[src/rtl/reg_hazard_scoreboard_pkg.sv]
// Shared constants for the D-stage register hazard scoreboard: pipeline ages,
// forward-select codes and the Tnew/Tuse values of each instruction class.
package reg_hazard_scoreboard_pkg;

    localparam logic [1:0] TUSE_NONE = 2'd3;

    localparam logic [1:0] AGE_E = 2'd1;
    localparam logic [1:0] AGE_M = 2'd2;
    localparam logic [1:0] AGE_W = 2'd3;

    typedef enum logic [1:0] {
        FWD_RF = 2'd0,
        FWD_E  = 2'd1,
        FWD_M  = 2'd2
    } fwd_sel_e;

    // Tnew: cycles after leaving D until the result exists.
    localparam logic [1:0] TNEW_LINK = 2'd0;
    localparam logic [1:0] TNEW_ALU  = 2'd1;
    localparam logic [1:0] TNEW_LOAD = 2'd2;

    // Tuse: cycles after D until the operand is consumed.
    localparam logic [1:0] TUSE_BRANCH = 2'd0;
    localparam logic [1:0] TUSE_ALU    = 2'd1;
    localparam logic [1:0] TUSE_STORE  = 2'd2;

endpackage

[src/rtl/reg_hazard_scoreboard_sb_entry.sv]
// One scoreboard entry: tracks the youngest in-flight write to a single GPR
// as it moves E -> M -> W, counting its Tnew down to zero.
module sb_entry
    import reg_hazard_scoreboard_pkg::*;
#(
    parameter int TW = 2
) (
    input  logic          clk,
    input  logic          reset,
    input  logic          i_load,
    input  logic [TW-1:0] i_tnew,
    input  logic          i_flush,
    output logic          o_busy,
    output logic [1:0]    o_age,
    output logic [TW-1:0] o_tnew
);

    localparam logic [TW-1:0] TNEW_ONE = TW'(1);

    logic          r_busy;
    logic [1:0]    r_age;
    logic [TW-1:0] r_tnew;

    // A new producer replaces whatever older write was tracked here; flush
    // wins over the load so a killed instruction never enters the board.
    always_ff @(posedge clk) begin
        if (reset) begin
            r_busy <= 1'b0;
            r_age  <= 2'd0;
            r_tnew <= '0;
        end else if (i_load && !i_flush) begin
            r_busy <= 1'b1;
            r_age  <= AGE_E;
            r_tnew <= i_tnew;
        end else if (r_busy) begin
            if (i_flush || (r_age == AGE_W)) begin
                r_busy <= 1'b0;
                r_age  <= 2'd0;
                r_tnew <= '0;
            end else begin
                r_age  <= r_age + 2'd1;
                r_tnew <= (r_tnew == '0) ? '0 : (r_tnew - TNEW_ONE);
            end
        end
    end

    assign o_busy = r_busy;
    assign o_age  = r_age;
    assign o_tnew = r_tnew;

endmodule

[src/rtl/reg_hazard_scoreboard.sv]
// D-stage hazard scoreboard: decides stall vs. issue for the instruction in D
// and selects the forward source for each of its two operands.
module reg_hazard_scoreboard
    import reg_hazard_scoreboard_pkg::*;
#(
    parameter int NREG = 32,
    parameter int AW   = 5,
    parameter int TW   = 2
) (
    input  logic          clk,
    input  logic          reset,
    input  logic          id_valid,
    input  logic [AW-1:0] id_rs,
    input  logic [AW-1:0] id_rt,
    input  logic [TW-1:0] id_rs_tuse,
    input  logic [TW-1:0] id_rt_tuse,
    input  logic          id_wr_en,
    input  logic [AW-1:0] id_wr_addr,
    input  logic [TW-1:0] id_tnew,
    input  logic          ext_hold,
    input  logic          flush,
    output logic          stall,
    output logic          issue,
    output logic [1:0]    fwd_rs_sel,
    output logic [1:0]    fwd_rt_sel
);

    logic          w_busy [NREG];
    logic [1:0]    w_age  [NREG];
    logic [TW-1:0] w_tnew [NREG];

    logic          w_issue;
    logic          w_rs_haz;
    logic          w_rt_haz;

    // Register 0 is hardwired; its entry can never become busy.
    assign w_busy[0] = 1'b0;
    assign w_age[0]  = 2'd0;
    assign w_tnew[0] = '0;

    for (genvar g = 1; g < NREG; g++) begin : g_entry
        sb_entry #(.TW(TW)) u_entry (
            .clk    (clk),
            .reset  (reset),
            .i_load (w_issue && id_wr_en && (id_wr_addr == AW'(g))),
            .i_tnew (id_tnew),
            .i_flush(flush),
            .o_busy (w_busy[g]),
            .o_age  (w_age[g]),
            .o_tnew (w_tnew[g])
        );
    end

    function automatic logic hazard(input logic [AW-1:0] addr, input logic [TW-1:0] tuse,
                                    input logic busy, input logic [1:0] age,
                                    input logic [TW-1:0] tnew);
        return (addr != '0) && (tuse != TW'(TUSE_NONE)) && busy &&
               (age != AGE_W) && (tnew > tuse);
    endfunction

    // W is not forwarded: the register file bypasses its own write port.
    function automatic logic [1:0] fwd_sel(input logic [AW-1:0] addr, input logic busy,
                                           input logic [1:0] age, input logic [TW-1:0] tnew);
        logic [1:0] sel;
        sel = FWD_RF;
        if ((addr != '0) && busy && (tnew == '0)) begin
            if (age == AGE_E)      sel = FWD_E;
            else if (age == AGE_M) sel = FWD_M;
        end
        return sel;
    endfunction

    // Lookups use the registered (pre-issue) entries, so a same-cycle
    // read and write of one register sees the older producer.
    always_comb begin
        w_rs_haz   = hazard(id_rs, id_rs_tuse, w_busy[id_rs], w_age[id_rs], w_tnew[id_rs]);
        w_rt_haz   = hazard(id_rt, id_rt_tuse, w_busy[id_rt], w_age[id_rt], w_tnew[id_rt]);
        fwd_rs_sel = fwd_sel(id_rs, w_busy[id_rs], w_age[id_rs], w_tnew[id_rs]);
        fwd_rt_sel = fwd_sel(id_rt, w_busy[id_rt], w_age[id_rt], w_tnew[id_rt]);
    end

    assign stall   = id_valid && (w_rs_haz || w_rt_haz);
    assign w_issue = id_valid && !stall && !ext_hold;
    assign issue   = w_issue;

endmodule

[config.mk]
export PLATFORM = sky130hd
export DESIGN_NAME = reg_hazard_scoreboard
export DESIGN_NICKNAME = d
export VERILOG_FILES = /design/src/rtl/reg_hazard_scoreboard_pkg.sv /design/src/rtl/reg_hazard_scoreboard_sb_entry.sv /design/src/rtl/reg_hazard_scoreboard.sv
export SDC_FILE = /design/constraint.sdc
export NUM_CORES = 1
export LEC_CHECK = 0
export ABC_AREA = 0
export BUFFER_PORTS_ARGS = -buffer_cell sky130_fd_sc_hd__buf_2
export CAP_MARGIN = 5
export CORE_ASPECT_RATIO = 0.7
export CORE_MARGIN = 5
export CORE_UTILIZATION = 55
export DETAILED_ROUTE_END_ITERATION = 7
export PLACE_DENSITY = 0.72
export SLEW_MARGIN = 10
export SYNTH_ARGS = -nofsm -noshare
export SYNTH_HDL_FRONTEND = slang
export SYNTH_HIERARCHICAL = 1
export SYNTH_SLANG_ARGS = --single-unit
[constraint.sdc]
create_clock -name clk -period 12.97 [get_ports clk]
set_clock_uncertainty 0.1 [all_clocks]
set_input_delay 2.594 -clock clk [delete_from_list [all_inputs] [get_ports clk]]
set_output_delay 2.594 -clock clk [all_outputs]
set_load 0.03 [all_outputs]
# --- Word-level counts from Yosys, hierarchy flattened ---
# Index checks and enable logic that the tools add are counted.
totals:
  in_bits: 27
  wordCells: 806
  ff_bits: 155
  out_inout_bits: 6
classes:
  n_lt_le_gt_ge: 4
  n_mux: 334
  bitwise_logic: 2
  n_addsub: 62
  eq_ne: 70
  reduce_logical: 210
ops:
  columns: ["op", "n"]
  rows:
  - ["2-to-1 mux 2 bit", 169]
  - ["2-to-1 mux 1 bit", 159]
  - ["equality test 5 bit, second input constant", 16]
  - ["logical AND 1 bit", 78]
  - ["equality test 2 bit, second input constant", 33]
  - ["zero test 2 bit", 33]
  - ["adder 2 x 1 -> 2 bit, second input constant", 31]
  - ["nonzero test 2 bit", 31]
  - ["OR reduction 2 bit", 31]
  - ["subtractor 2 x 1 -> 2 bit, second input constant", 31]
  - ["binary-select mux 2 bit (select 5 bit)", 4]
  - ["equality test 5 x 4 -> 1 bit, second input constant", 8]
  - ["logical OR 1 bit", 32]
  - ["equality test 5 x 3 -> 1 bit, second input constant", 4]
  - [">= comparator 6 bit, second input constant", 2]
  - ["NOT 5 -> 6 bit", 2]
  - ["binary-select mux 1 bit (select 5 bit)", 2]
  - ["equality test 5 x 2 -> 1 bit, second input constant", 2]
  - ["nonzero test 5 bit", 2]
  - ["!= test 2 bit, second input constant", 4]
  - ["equality test 5 x 1 -> 1 bit, second input constant", 1]
  - ["equality test 2 x 1 -> 1 bit, second input constant", 2]
  - ["> comparator 2 bit", 2]
  - ["zero test 1 bit", 3]

# --- Depth between registers and ports, before layout ---
# Gate-level depths: netlist of run 1.
depth:
  ltp_word: 16
  mapped_depth: 18
  ltp_nobuf: 13

# --- Hierarchy ---
# Netlist of run 1, hierarchy kept.
by_module_without_submodules:
  columns: ["module", "seq_area_each_um2", "cells_each", "area_each_um2", "instances"]
  rows:
  - ["sb_entry", 100.1, 27, 234.0, 31]
  - ["reg_hazard_scoreboard", 0.0, 345, 3347.0, 1]

# --- Worst setup path after synthesis of run 1 ---
# No wires, ideal clock.
synth_timing:
  kind: "input port to output port"
  from: "input id_rt[0]"
  to: "output issue"
  n_path_buf: 3
  t_arrival_ps: 5745
  required_ps: 10276
  slack_ps: 4531
  path_stages: 11
  path_cell_list: "buf_2 > buf_4 > mux4_2 > mux4_2 > mux2_2 > ha_1 > a21oi_1 > a221oi_1 > o221a_2 > buf_4 > nor3_1"
synth_via:
  elab_chain_len: 12
  elab_cells_between_ends: 22
  cone_classes: "order compare: 1; eq/ne: 1; mux: 9; bitwise: 1; reduce/logical: 10"
synth_lines:
  columns: ["item", "line_no", "source"]
  rows:
  - ["start, declared", "reg_hazard_scoreboard.sv:14", "input logic [AW-1:0] id_rt,"]
  - ["NOT 5 -> 6 bit (not written as such)", "reg_hazard_scoreboard.sv:77", "w_rt_haz = hazard(id_rt, id_rt_tuse, w_busy[id_rt], w_age[id_rt], w_tnew[id_rt]);"]
  - ["binary-select mux 2 bit (select 5 bit) / binary-select mux 1 bit (select 5 bit) (equally long branches)", "reg_hazard_scoreboard.sv:77", null]
  - ["2-to-1 mux 2 bit (not written as such) / 2-to-1 mux 1 bit (equally long branches) (2 in series)", "reg_hazard_scoreboard.sv:77", null]
  - ["!= test 2 bit / logical AND 1 bit (equally long branches)", "reg_hazard_scoreboard.sv:58, reg_hazard_scoreboard.sv:57", null]
  - ["logical AND 1 bit", "reg_hazard_scoreboard.sv:57", "return (addr != '0) && (tuse != TW'(TUSE_NONE)) && busy &&"]
  - ["logical AND 1 bit *", "reg_hazard_scoreboard.sv:58", "(age != AGE_W) && (tnew > tuse);"]
  - ["logical OR 1 bit *", "reg_hazard_scoreboard.sv:82", "assign stall = id_valid && (w_rs_haz || w_rt_haz);"]
  - ["logical AND 1 bit *", "reg_hazard_scoreboard.sv:82", null]
  - ["zero test 1 bit *", "reg_hazard_scoreboard.sv:83", "assign w_issue = id_valid && !stall && !ext_hold;"]
  - ["logical AND 1 bit * (2 in series)", "reg_hazard_scoreboard.sv:83", null]
  - ["end, declared", "reg_hazard_scoreboard.sv:23", "output logic issue,"]
# Every way passes the cells marked *; elsewhere a longest branch is shown, timed or not. The select of a mux whose other input is x is not followed.

# --- Worst setup path in the final report of run 1 ---
layout_timing:
  from: "input id_rt[0]"
  to: "output stall"
layout_via:
  elab_chain_len: 9
  elab_cells_between_ends: 19
  cone_classes: "order compare: 1; eq/ne: 1; mux: 9; bitwise: 1; reduce/logical: 7"
layout_lines:
  columns: ["item", "line_no", "source"]
  rows:
  - ["NOT 5 -> 6 bit (not written as such)", "reg_hazard_scoreboard.sv:77", null]
  - ["binary-select mux 2 bit (select 5 bit) / binary-select mux 1 bit (select 5 bit) (equally long branches)", "reg_hazard_scoreboard.sv:77", null]
  - ["2-to-1 mux 2 bit (not written as such) / 2-to-1 mux 1 bit (equally long branches) (2 in series)", "reg_hazard_scoreboard.sv:77", null]
  - ["!= test 2 bit / logical AND 1 bit (equally long branches)", "reg_hazard_scoreboard.sv:58, reg_hazard_scoreboard.sv:57", null]
  - ["logical AND 1 bit", "reg_hazard_scoreboard.sv:57", null]
  - ["logical AND 1 bit *", "reg_hazard_scoreboard.sv:58", null]
  - ["logical OR 1 bit *", "reg_hazard_scoreboard.sv:82", null]
  - ["logical AND 1 bit *", "reg_hazard_scoreboard.sv:82", null]
  - ["end, declared", "reg_hazard_scoreboard.sv:22", "output logic stall,"]
# Marked as above.

==> load_flow_metrics.sql, run 1 <==
INSERT INTO impl_metrics (metric_group, metric, value, unit) VALUES
('layout', 'nNetsFinal', '1261', ''),
('grt', 'maximum_number_of_pins_on_one_net_before_global_route_repair', '114', ''),
('die', 'core', '18900', 'µm²'),
('placed_design', 'place.detailed.instances', '1422', ''),
('critical_path', 'worst_setup_path_end_kind', 'output port', ''),
('layout', 'antennaDiodeCount', '0', ''),
('critical_path', 'setup.worst_path.start_class', 'input pin', ''),
('layout', 'drive_above_1_share', '0.145', ''),
('sta', 'clock.fmax', '0.111', 'GHz'),
('clocking', 'clock_tree_from_tritoncts', 'yes', ''),
('outcome', 'run_status', 'finished clean', ''),
('sta', 'fin_crit_sh', '0.697', ''),
('logic_synthesis', 'synth_cell_types', '60', ''),
('sta', 'setup-violations-final', '0', ''),
('die', 'dieHeight', '126', 'µm'),
('logic_synthesis', 'synth.net_count', '1244', ''),
('power_and_ir_drop', 'power_leakage', '4.09', 'nW'),
('critical_path', 'worst-path-max-fanout', '35', ''),
('route', 'vias_per_cell', '6.94', ''),
('die', 'pin_count', '33', ''),
('grt', 'grtUsageMet2', '0.421', ''),
('grt', 'gr-usage-met3', '0.0920', ''),
('layout', 'areaGrowthSynthToFinish', '8.25', '%'),
('grt', 'gr-max-usage-layer', 'met1', ''),
('route', 'antenna_left', '0', ''),
('flow_run', 'timing.max_cap.violations', '0', ''),
('critical_path', 'timing.critical_path.required', '10.28', 'ns'),
('placed_design', 'buffer_ports.inserted', '32', ''),
('clocking', 'clk_pin_slew_worst_paths', '0.06', 'ns'),
('layout', 'stdcell_count', '1453', ''),
('grt', 'grt_overflow_total', '0', ''),
('placed_design', 'gp_routability_congestion', '1.00', ''),
('clocking', 'cts.path.max_buffers', '2', ''),
('grt', 'grt_overall_usage', '0.301', ''),
('logic_synthesis', 'syn_inst', '1182', ''),
('clocking', 'cts_max_level', '4', ''),
('die', 'die-area', '22200', 'µm²'),
('route', 'drt-initial-drc-count', '1245', ''),
('logic_synthesis', 'synth_ff_type', 'dfxtp_1', ''),
('route', 'dr_drc_count', '0', ''),
('placed_design', 'detailed_place_hpwl', '23.9', 'mm'),
('power_and_ir_drop', 'power.ir.vdd_worst', '0.112', 'mV'),
('clocking', 'worst_skew_pair.late_latency', '0.44', 'ns'),
('route', 'avgRoutedWirePerCell', '23.3', 'µm'),
('clocking', 'clock-sinks', '155', ''),
('sta', 'final_hold_viol_count', '0', ''),
('grt', 'grt_pass1_vias', '8990', ''),
('placed_design', 'dpl_worst_slack', '4.00', 'ns'),
('die', 'initial_core_utilization', '0.560', ''),
('clocking', 'post_cts_hold_buffer_count', '0', ''),
('clocking', 'post_cts_buffers', '0', ''),
('grt', 'wire_length_of_the_first_global_routing_pass', '52.3', 'mm'),
('grt', 'grt_antenna_before_repair', '3', ''),
('clocking', 'post_cts.resized_instances', '0', ''),
('critical_path', 'timing_worst_setup_path_type', 'input pin to output port', ''),
('logic_synthesis', 'synth.avg_cell_area', '8.97', 'µm²'),
('clocking', 'tritoncts.num_buffers', '17', ''),
('die', 'floorplan.die.width', '176', 'µm'),
('clocking', 'clock-root-buffer', 'clkbuf_16', ''),
('logic_synthesis', 'ys_async_sr_fraction', '0', ''),
('sta', 'worst_slew_pin_tran', '1.28', 'ns'),
('worst_hold_path', 'hold-path-cell-count', '2', ''),
('route', 'routed_wl', '33.9', 'mm'),
('logic_synthesis', 'post_syn_area', '10600', 'µm²'),
('logic_synthesis', 'yosys_warn_count', '6', ''),
('logic_synthesis', 'count_of_flip_flops_with_a_built_in_enable_after_synthesis', '0', ''),
('sta', 'minimum_clock_period', '9.04', 'ns'),
('sta', 'setup-tns-final', '0', 'ns'),
('sta', 'final-max-slew-violation-count', '0', ''),
('sta', 'rsz0062_at_grt', 'false', ''),
('worst_hold_path', 'holdCritPathClass', 'flop to flop', ''),
('sta', 'final_setup_margin', '3.93', 'ns'),
('die', 'std_cell_rows', '42', ''),
('sta', 'timing.max_slew.rel_slack', '0.137', ''),
('grt', 'met1_usage', '0.445', ''),
('route', 'drt_first_pass_iters', '5', ''),
('logic_synthesis', 'synthesized_flop_and_latch_total', '155', ''),
('critical_path', 'critPathArrivalTime', '6.35', 'ns'),
('route', 'num_vias', '10087', ''),
('power_and_ir_drop', 'power-per-cell-area', '96.9', 'nW/µm²'),
('critical_path', 'reg2reg_depth', '12', ''),
('logic_synthesis', 'synth-seq-area-share', '0.293', '');
## flip-flops by register name, indices dropped and copies added (netlist names)
register and count:
g_entry.u_entry/o_busy 31, g_entry.u_entry/o_age 62, g_entry.u_entry/o_tnew 62
## where the power goes
part / switching [mW] / leakage, nW / internal, mW
registers: 0.00122 / 1.25 / 0.477
clock network: 0.206 / 0.287 / 0.324
logic: 0.0693 / 2.55 / 0.0341
## placed cells by master (no fill, tap or decap), drive strengths merged, types with 3 or more instances in the layout
| cell | n |
|---|---|
| nand2b | 35 |
| nand2 | 77 |
| clkinvlp | 5 |
| mux4 | 50 |
| nor3 | 35 |
| or3 | 3 |
| nor2b | 12 |
| o211ai | 32 |
| bufinv | 4 |
| nor2 | 101 |
| nand4b | 34 |
| nor4b | 5 |
| a22oi | 15 |
| mux2i | 53 |
| inv | 37 |
| a21oi | 103 |
| nor4 | 29 |
| and2b | 31 |
| buf | 36 |
| and3b | 31 |
| a31oi | 65 |
| nand3b | 37 |
| clkbuf | 19 |
| a22o | 3 |
| a221oi | 6 |
| nand4 | 5 |
| nor3b | 35 |
| ha | 35 |
| clkinv | 4 |
| nand3 | 76 |
| mux2 | 17 |
| dfxtp | 155 |
## layout make-up
class / instances / area, µm²
inverters: 38 / 143
fillers: 1638 / 7440
flip-flops and latches: 155 / 3100
well taps: 242 / 303
clock buffers: 19 / 443
multi-input cells: 951 / 7120
clock inverters: 12 / 173
repair buffers: 36 / 195
## kinds of logic (layout without fill, tap and decap cells)
kind of cell,Yosys count,count (layout),synth area share
compound gates,241,241,0.143
fa+ha+maj,35,35,0.0413
buf+inv,76,105,0.0360
flops,155,155,0.293
mux,120,120,0.174
simple gates,555,555,0.313
## cells in the mapped netlist (2+ instances only)
cell,instances,share of area
dfxtp_1,155,0.29
a21oi_1,103,0.049
nor2_1,101,0.036
nand2_1,77,0.027
nand3_1,76,0.036
a31oi_1,65,0.038
mux2i_1,53,0.050
mux4_2,50,0.11
inv_1,37,0.013
nand3b_1,37,0.026
ha_1,35,0.041
nor3b_1,35,0.025
nand4b_1,34,0.028
nor3_1,33,0.016
o211ai_1,32,0.023
and2b_1,31,0.022
and3b_1,31,0.026
nand2b_2,31,0.026
nor4_1,29,0.017
mux2_2,17,0.018
buf_2,16,0.0076
a22oi_1,15,0.011
nor2b_1,11,0.0065
buf_4,10,0.0071
a221oi_1,6,0.0050
buf_6,5,0.0053
nand4_1,5,0.0030
clkbuf_1,4,0.0014
nand2b_1,4,0.0024
a22o_1,3,0.0025
nor4b_1,3,0.0025
or3_1,3,0.0018
a221o_1,2,0.0019
and2_1,2,0.0012
and3_1,2,0.0012
buf_1,2,0.00071
nor3_2,2,0.0019
nor4b_2,2,0.0028
o221a_2,2,0.0021
## stage by stage
stage,instance area [µm²],total power [mW],util,hold WS [ns]
after global placement,10900,0.589,0.574,0.399
after detailed placement,10900,0.589,0.574,0.401
after CTS,11500,1.11,0.607,0.410
after global routing,11500,1.15,0.607,0.439
final,11500,1.11,0.607,0.411
after floorplan,10600,0.552,-,0.364
## path summary, 6_finish.rpt
kind / startpoint / endpoint / slack (ns)
min reg2reg: g_entry[28].u_entry/o_age[1]$_SDFFE_PP0P_ / g_entry[28].u_entry/o_age[1]$_SDFFE_PP0P_ / 0.41
min: g_entry[28].u_entry/o_age[1]$_SDFFE_PP0P_ / g_entry[28].u_entry/o_age[1]$_SDFFE_PP0P_ / 0.41
max: id_rt[0] / stall / 3.93
max reg2reg: g_entry[14].u_entry/o_tnew[1]$_SDFFE_PP0P_ / g_entry[15].u_entry/o_tnew[0]$_SDFFE_PP0P_ / 8.52
## worst max-delay path: stages
cell,delay (ns)
buf_2,0.66
mux4_2,0.61
mux4_2,0.47
mux2i_1,0.34
ha_1,0.31
a221oi_1,0.35
o221a_2,0.25
buf_4,0.35
o21a_1,0.18
buf_2,0.19
## routing by layer
| metal | vias to the layer above | part of all wire |
|---|---|---|
| li1 | 4606 | - |
| met1 | 4817 | 0.43 |
| met2 | 593 | 0.42 |
| met3 | 69 | 0.13 |
| met4 | 2 | 0.025 |
| met5 | - | 0.00021 |
No activity file was read; power rests on OpenSTA's default activity.
==> run 2: changes to the inputs <==
Settings changed: ABC_AREA 0 to 1, PLACE_DENSITY 0.72 to 0.74.
Clock period 12.97 ns to 7.4 ns, I/O delays scaled along.
==> load_flow_metrics.sql, run 2 <==
INSERT INTO impl_metrics (metric_group, metric, value, unit) VALUES
('critical_path', 'timing_worst_setup_path_type', 'input pin to output port', ''),
('sta', 'clock.fmax', '0.159', 'GHz'),
('route', 'drt-initial-drc-count', '1412', ''),
('sta', 'timing.max_slew.rel_slack', '0.144', ''),
('layout', 'multi_input_area', '7080', 'µm²'),
('route', 'routed_wl', '38.6', 'mm'),
('die', 'core', '20800', 'µm²'),
('logic_synthesis', 'synth_cell_types', '34', ''),
('sta', 'setup-tns-final', '0', 'ns'),
('power_and_ir_drop', 'switching_power', '0.566', 'mW'),
('sta', 'final_setup_margin', '1.11', 'ns'),
('logic_synthesis', 'ys_async_sr_fraction', '0', ''),
('sta', 'minimum_clock_period', '6.29', 'ns'),
('critical_path', 'worst-path-max-fanout', '31', ''),
('power_and_ir_drop', 'seq_power_share', '0.401', ''),
('layout', 'num-fill-cells', '2005', ''),
('logic_synthesis', 'synth.net_count', '2049', ''),
('power_and_ir_drop', 'power.switching_fraction', '0.271', ''),
('die', 'floorplan.die.width', '184', 'µm'),
('route', 'avgRoutedWirePerCell', '16.9', 'µm'),
('route', 'drt_first_pass_iters', '6', ''),
('die', 'std_cell_rows', '44', ''),
('placed_design', 'dpl_worst_slack', '1.21', 'ns'),
('placed_design', 'gp_routability_congestion', '0.998', ''),
('grt', 'grt_overall_usage', '0.316', ''),
('clocking', 'post_cts_buffers', '0', ''),
('layout', 'antennaDiodeCount', '0', ''),
('clocking', 'worst_skew_pair.late_latency', '0.44', 'ns'),
('placed_design', 'detailed_place_hpwl', '26.7', 'mm'),
('layout', 'commonest_cells_after_routing_fill_and_taps_aside', 'nand2_1 (528), inv_1 (288), nand3_1 (257)', ''),
('power_and_ir_drop', 'power.ir.vdd_worst', '0.214', 'mV'),
('placed_design', 'instance_area_at_placement', '12000', 'µm²'),
('sta', 'final_hold_viol_count', '0', ''),
('sta', 'final-max-slew-violation-count', '0', ''),
('critical_path', 'rr_startpoint', 'g_entry[13].u_entry/o_tnew[1]$_SDFFE_PP0P_', ''),
('power_and_ir_drop', 'power_leakage', '5.80', 'nW'),
('grt', 'grt_overflow_total', '0', ''),
('placed_design', 'buffer_ports.inserted', '32', ''),
('logic_synthesis', 'synth_top_cells_by_count', 'nand2_1 (528), inv_1 (288), nand3_1 (257), nor2_1 (194), a21oi_1 (167)', ''),
('clocking', 'tritoncts.num_buffers', '17', ''),
('power_and_ir_drop', 'internal_dissipation', '1.52', 'mW'),
('logic_synthesis', 'synth.largest_area_cell', 'dfxtp_1', ''),
('sta', 'holdWs', '0.380', 'ns'),
('route', 'vias_per_cell', '5.65', ''),
('grt', 'maximum_number_of_pins_on_one_net_before_global_route_repair', '88', ''),
('layout', 'drive_above_1_share', '0.117', ''),
('clocking', 'clock_tree_from_tritoncts', 'yes', ''),
('logic_synthesis', 'post_syn_area', '11700', 'µm²'),
('power_and_ir_drop', 'power-per-cell-area', '165', 'nW/µm²'),
('route', 'num_vias', '12895', ''),
('grt', 'wire_length_of_the_first_global_routing_pass', '62.2', 'mm'),
('grt', 'grt_antenna_before_repair', '1', ''),
('flow_run', 'timing.max_cap.violations', '0', ''),
('logic_synthesis', 'synth_most_common_cell', 'nand2_1', ''),
('route', 'antenna_left', '0', ''),
('placed_design', 'place.detailed.instances', '2249', ''),
('layout', 'register_area', '3100', 'µm²'),
('layout', 'final_common_cell', 'nand2_1', ''),
('logic_synthesis', 'synth-seq-area-share', '0.265', ''),
('layout', 'stdcell_count', '2281', ''),
('clocking', 'post_cts.resized_instances', '0', ''),
('logic_synthesis', 'yosys_warn_count', '6', ''),
('layout', 'nNetsFinal', '2054', ''),
('worst_hold_path', 'holdCritPathClass', 'flop to flop', ''),
('clocking', 'clk_pin_slew_worst_paths', '0.06', 'ns'),
('clocking', 'post_cts_hold_buffer_count', '0', ''),
('critical_path', 'ff2ff_setup_slack', '3.40', 'ns'),
('sta', 'fin_crit_sh', '0.849', ''),
('critical_path', 'setup.worst_path.start_class', 'input pin', ''),
('logic_synthesis', 'synth.avg_cell_area', '5.89', 'µm²'),
('die', 'pin_count', '33', ''),
('die', 'die-area', '24300', 'µm²'),
('power_and_ir_drop', 'clkPwrFrac', '0.482', ''),
('clocking', 'cts.path.max_buffers', '2', ''),
('critical_path', 'timing.critical_path.required', '5.82', 'ns'),
('clocking', 'clock-sinks', '155', ''),
('die', 'initial_core_utilization', '0.562', ''),
('route', 'dr_drc_count', '0', ''),
('outcome', 'run_status', 'finished clean', ''),
('clocking', 'cts_max_level', '4', ''),
('logic_synthesis', 'count_of_flip_flops_with_a_built_in_enable_after_synthesis', '0', ''),
('grt', 'grt_pass1_vias', '11482', ''),
('sta', 'rsz0062_at_grt', 'false', ''),
('logic_synthesis', 'synth_ff_type', 'dfxtp_1', ''),
('critical_path', 'critPathArrivalTime', '4.71', 'ns'),
('logic_synthesis', 'synth_top_cell_area_share', '0.265', ''),
('clocking', 'clock-root-buffer', 'clkbuf_16', ''),
('logic_synthesis', 'syn_inst', '1987', ''),
('critical_path', 'worst_setup_path_end_kind', 'output port', ''),
('logic_synthesis', 'synthesized_flop_and_latch_total', '155', ''),
('layout', 'areaGrowthSynthToFinish', '8.07', '%'),
('sta', 'setup-violations-final', '0', ''),
('power_and_ir_drop', 'power_frac_comb', '0.117', ''),
('critical_path', 'timing.critical_path.from', 'id_rt[1]', ''),
('worst_hold_path', 'hold_path_startpoint', 'g_entry[8].u_entry/o_tnew[1]$_SDFFE_PP0P_', ''),
('die', 'dieHeight', '132', 'µm'),
('sta', 'worst_slew_pin_tran', '1.28', 'ns'),
('layout', 'final_cell_area', '12600', 'µm²'),
('logic_synthesis', 'synth.area.top_cells', 'dfxtp_1 (27%), nand2_1 (17%), nand3_1 (11%)', '');
[run 2: changes by cell type in the layout (fill, tap and decap cells not counted), sizes merged, moves of 36 or more]
| cell | change |
|---|---|
| a31oi | -65 |
| o21ai | +97 |
| nand3 | +181 |
| inv | +286 |
| nor2 | +158 |
| a21oi | +64 |
| mux4 | -50 |
| nand2 | +513 |
| mux2i | -52 |
| nand3b | -36 |
[run 2: metal layers]
| layer | vias to the layer above | global-route usage | wire length (µm) |
|---|---|---|---|
| met1 | 5819 | 0.465 | 17200 |
| met4 | 2 | 0.110 | 1310 |
| li1 | 6302 | - | - |
| met3 | 95 | 0.0637 | 3920 |
| met2 | 677 | 0.457 | 16100 |
| met5 | - | 0 | 7 |
[run 2: cells by family (layout without fill, tap and decap cells)]
group,Yosys count,after routing,synth area share
buf+inv,379,397,0.130
fa+ha+maj,35,35,0.0374
flops,155,155,0.265
compound gates,306,306,0.140
mux,1,1,0.000856
simple gates,1111,1111,0.427
[run 2: critical path, cell delays in order]
cell      delay [ns]
buf_2           0.30
inv_1           0.86
nand2_1         0.27
a21oi_1         0.18
o21ai_0         0.10
nand3_1         0.12
nand2_1         0.06
nand3_1         0.09
o21ai_1         0.10
inv_1           0.07
ha_1            0.24
inv_1           0.06
nor2_1          0.04
o211ai_1        0.15
nor2_1          0.07
nand2_1         0.15
and3_1          0.17
buf_2           0.19
[run 2: area by class of cell]
cell class | count | area share
clock inverter | 10 | 0.0147
timing repair buffer | 43 | 0.0196
clock buffer | 22 | 0.0375
sequential | 155 | 0.245
multi-input combinational | 1453 | 0.560
tap | 276 | 0.0273
inverter | 322 | 0.0956
[run 2: worst paths after layout]
check,endpoint,cells after the start
worst max-delay path,issue,18
worst min-delay path,g_entry[8].u_entry/o_tnew[1]$_SDFFE_PP0P_,2
worst max register to register,g_entry[31].u_entry/o_tnew[0]$_SDFFE_PP0P_,23
worst min register to register,g_entry[8].u_entry/o_tnew[1]$_SDFFE_PP0P_,2
[run 2: metrics by stage]
| stage | util | total power [mW] |
|---|---|---|
| after floorplan | - | 1.00 |
| after global placement | 0.576 | 1.09 |
| after detailed placement | 0.576 | 1.09 |
| after CTS | 0.608 | 2.09 |
| after global routing | 0.608 | 2.15 |
| final | 0.608 | 2.09 |
[run 2: power by group through the flow]
| stage | Clock (mW) | Combinational (mW) | Sequential, mW |
|---|---|---|---|
| after floorplan | 0 | 0.149 | 0.855 |
| after global placement | 0 | 0.233 | 0.855 |
| after detailed placement | 0 | 0.235 | 0.856 |
| after CTS | 1.01 | 0.236 | 0.837 |
| after global routing | 1.05 | 0.263 | 0.836 |
| final | 1.01 | 0.243 | 0.837 |
==> run 3: changes to the inputs <==
Clock period 7.4 ns to 5.2 ns, I/O delays scaled along.
==> load_flow_metrics.sql, run 3 (synthesis results as in run 2) <==
INSERT INTO impl_metrics (metric_group, metric, value, unit) VALUES
('grt', 'wire_length_of_the_first_global_routing_pass', '61.5', 'mm'),
('critical_path', 'worst-path-max-fanout', '28', ''),
('die', 'std_cell_rows', '44', ''),
('layout', 'num-fill-cells', '2039', ''),
('critical_path', 'timing.critical_path.required', '4.06', 'ns'),
('route', 'antenna_left', '0', ''),
('route', 'routed_wl', '38.8', 'mm'),
('critical_path', 'worst_setup_path_end_kind', 'output port', ''),
('placed_design', 'buffer_ports.inserted', '32', ''),
('layout', 'areaGrowthSynthToFinish', '8.96', '%'),
('critical_path', 'timing_worst_setup_path_type', 'input pin to output port', ''),
('route', 'dr_drc_count', '0', ''),
('critical_path', 'setup.worst_path.start_class', 'input pin', ''),
('layout', 'commonest_cells_after_routing_fill_and_taps_aside', 'nand2_1 (528), inv_1 (288), nand3_1 (257)', ''),
('clocking', 'clock-root-buffer', 'clkbuf_16', ''),
('route', 'vias_per_cell', '5.60', ''),
('route', 'drt_first_pass_iters', '5', ''),
('die', 'dieHeight', '132', 'µm'),
('clocking', 'clock_tree_from_tritoncts', 'yes', ''),
('route', 'drt-initial-drc-count', '1706', ''),
('route', 'num_vias', '12857', ''),
('sta', 'timing.max_slew.rel_slack', '0.136', ''),
('clocking', 'cts_max_level', '4', ''),
('clocking', 'tritoncts.num_buffers', '17', ''),
('clocking', 'cts.path.max_buffers', '2', ''),
('sta', 'setup-tns-final', '0', 'ns'),
('layout', 'final_cell_area', '12700', 'µm²'),
('sta', 'clock.fmax', '0.210', 'GHz'),
('power_and_ir_drop', 'design_power_total', '2.86', 'mW'),
('die', 'pin_count', '33', ''),
('die', 'core', '20800', 'µm²'),
('sta', 'final_hold_viol_count', '0', ''),
('grt', 'grt_antenna_before_repair', '0', ''),
('worst_hold_path', 'hold-path-cell-count', '2', ''),
('placed_design', 'place.detailed.instances', '2265', ''),
('power_and_ir_drop', 'power_leakage', '5.87', 'nW'),
('layout', 'stdcell_count', '2297', ''),
('clocking', 'clock-sinks', '155', ''),
('layout', 'antennaDiodeCount', '0', ''),
('critical_path', 'reg2reg_depth', '20', ''),
('layout', 'nNetsFinal', '2070', ''),
('die', 'floorplan.die.width', '184', 'µm'),
('layout', 'final_common_cell', 'nand2_1', ''),
('die', 'die-area', '24300', 'µm²'),
('sta', 'minimum_clock_period', '4.76', 'ns'),
('power_and_ir_drop', 'power-per-cell-area', '224', 'nW/µm²'),
('layout', 'drive_above_1_share', '0.124', ''),
('worst_hold_path', 'holdCritPathClass', 'flop to flop', ''),
('sta', 'setup-violations-final', '0', ''),
('sta', 'rsz0062_at_grt', 'false', ''),
('placed_design', 'instance_area_at_placement', '12200', 'µm²'),
('outcome', 'run_status', 'finished clean', ''),
('clocking', 'clk_pin_slew_worst_paths', '0.06', 'ns'),
('grt', 'grt_overflow_total', '0', ''),
('sta', 'worst_slew_pin_tran', '1.29', 'ns'),
('clocking', 'post_cts.resized_instances', '0', ''),
('clocking', 'post_cts_hold_buffer_count', '0', ''),
('grt', 'grt_pass1_vias', '11525', ''),
('flow_run', 'timing.max_cap.violations', '0', ''),
('sta', 'fin_crit_sh', '0.915', ''),
('clocking', 'post_cts_buffers', '0', ''),
('power_and_ir_drop', 'power.ir.vdd_worst', '0.273', 'mV'),
('grt', 'grt_overall_usage', '0.315', ''),
('die', 'initial_core_utilization', '0.562', ''),
('sta', 'final-max-slew-violation-count', '0', ''),
('sta', 'holdWs', '0.386', 'ns'),
('critical_path', 'critPathArrivalTime', '3.62', 'ns'),
('placed_design', 'gp_routability_congestion', '0.991', ''),
('grt', 'maximum_number_of_pins_on_one_net_before_global_route_repair', '88', ''),
('clocking', 'worst_skew_pair.late_latency', '0.45', 'ns'),
('route', 'avgRoutedWirePerCell', '16.9', 'µm'),
('placed_design', 'detailed_place_hpwl', '27.1', 'mm');
-- run 3: changes by cell type in the layout (fill, tap and decap cells not counted), sizes merged --
cell / delta
buf: +16
bufinv: -2
clkbuf: -1
clkinv: +2
clkinvlp: +1
-- run 3: final timing paths --
| check | start | to | slack (ns) |
|---|---|---|---|
| setup / recovery | id_rs[0] | stall | 0.44 |
| hold reg to reg | g_entry[13].u_entry/o_tnew[1]$_SDFFE_PP0P_ | g_entry[13].u_entry/o_tnew[1]$_SDFFE_PP0P_ | 0.39 |
| hold / removal | g_entry[13].u_entry/o_tnew[1]$_SDFFE_PP0P_ | g_entry[13].u_entry/o_tnew[1]$_SDFFE_PP0P_ | 0.39 |
| setup reg to reg | g_entry[18].u_entry/o_tnew[1]$_SDFFE_PP0P_ | g_entry[10].u_entry/o_tnew[0]$_SDFFE_PP0P_ | 1.53 |
-- run 3: routing by layer --
| metal | GRT usage | vias up | part of all wire |
|---|---|---|---|
| li1 | - | 6334 | - |
| met1 | 0.460 | 5787 | 0.45 |
| met2 | 0.455 | 637 | 0.41 |
| met3 | 0.0717 | 99 | 0.11 |
| met4 | 0.112 | 0 | 0.031 |
| met5 | 0 | - | 0 |
-- run 3: where the power goes --
part,total [mW],switching (mW),internal (mW),leakage [nW]
clock,1.30,0.537,0.766,0.279
combinational,0.366,0.270,0.0958,4.34
sequential,1.19,0.00219,1.19,1.25
-- run 3: layout make-up --
type                    instances  area, µm²  area share
inverters                     322       1210      0.0948
flip-flops and latches        155       3100       0.243
clock buffers                  21        450      0.0353
repair buffers                 59        418      0.0328
multi-input cells            1453       7080       0.555
clock inverters                11        144      0.0113
well taps                     276        345      0.0271
-- run 3: critical path, cell delays in order --
cell and delay, ns:
buf_2 0.14, buf_4 0.31, nor2_1 0.09, a21oi_1 0.14
o21ai_0 0.11, nand2_1 0.08, nand2_1 0.06, a21oi_1 0.17
nand2_1 0.07, nand2_1 0.08, inv_1 0.05, ha_1 0.28
a21oi_1 0.07, a221oi_1 0.21, o31ai_1 0.11, nor2_1 0.12
nand2_1 0.12, a21oi_1 0.14, buf_2 0.21
-- run 3: through the flow --
stage                     utilization  setup WS (ns)
final                           0.613          0.443
after global routing            0.613          0.255
after CTS                       0.613          0.476
after detailed placement        0.584          0.472
after global placement          0.584          0.478
after floorplan                     -          0.563
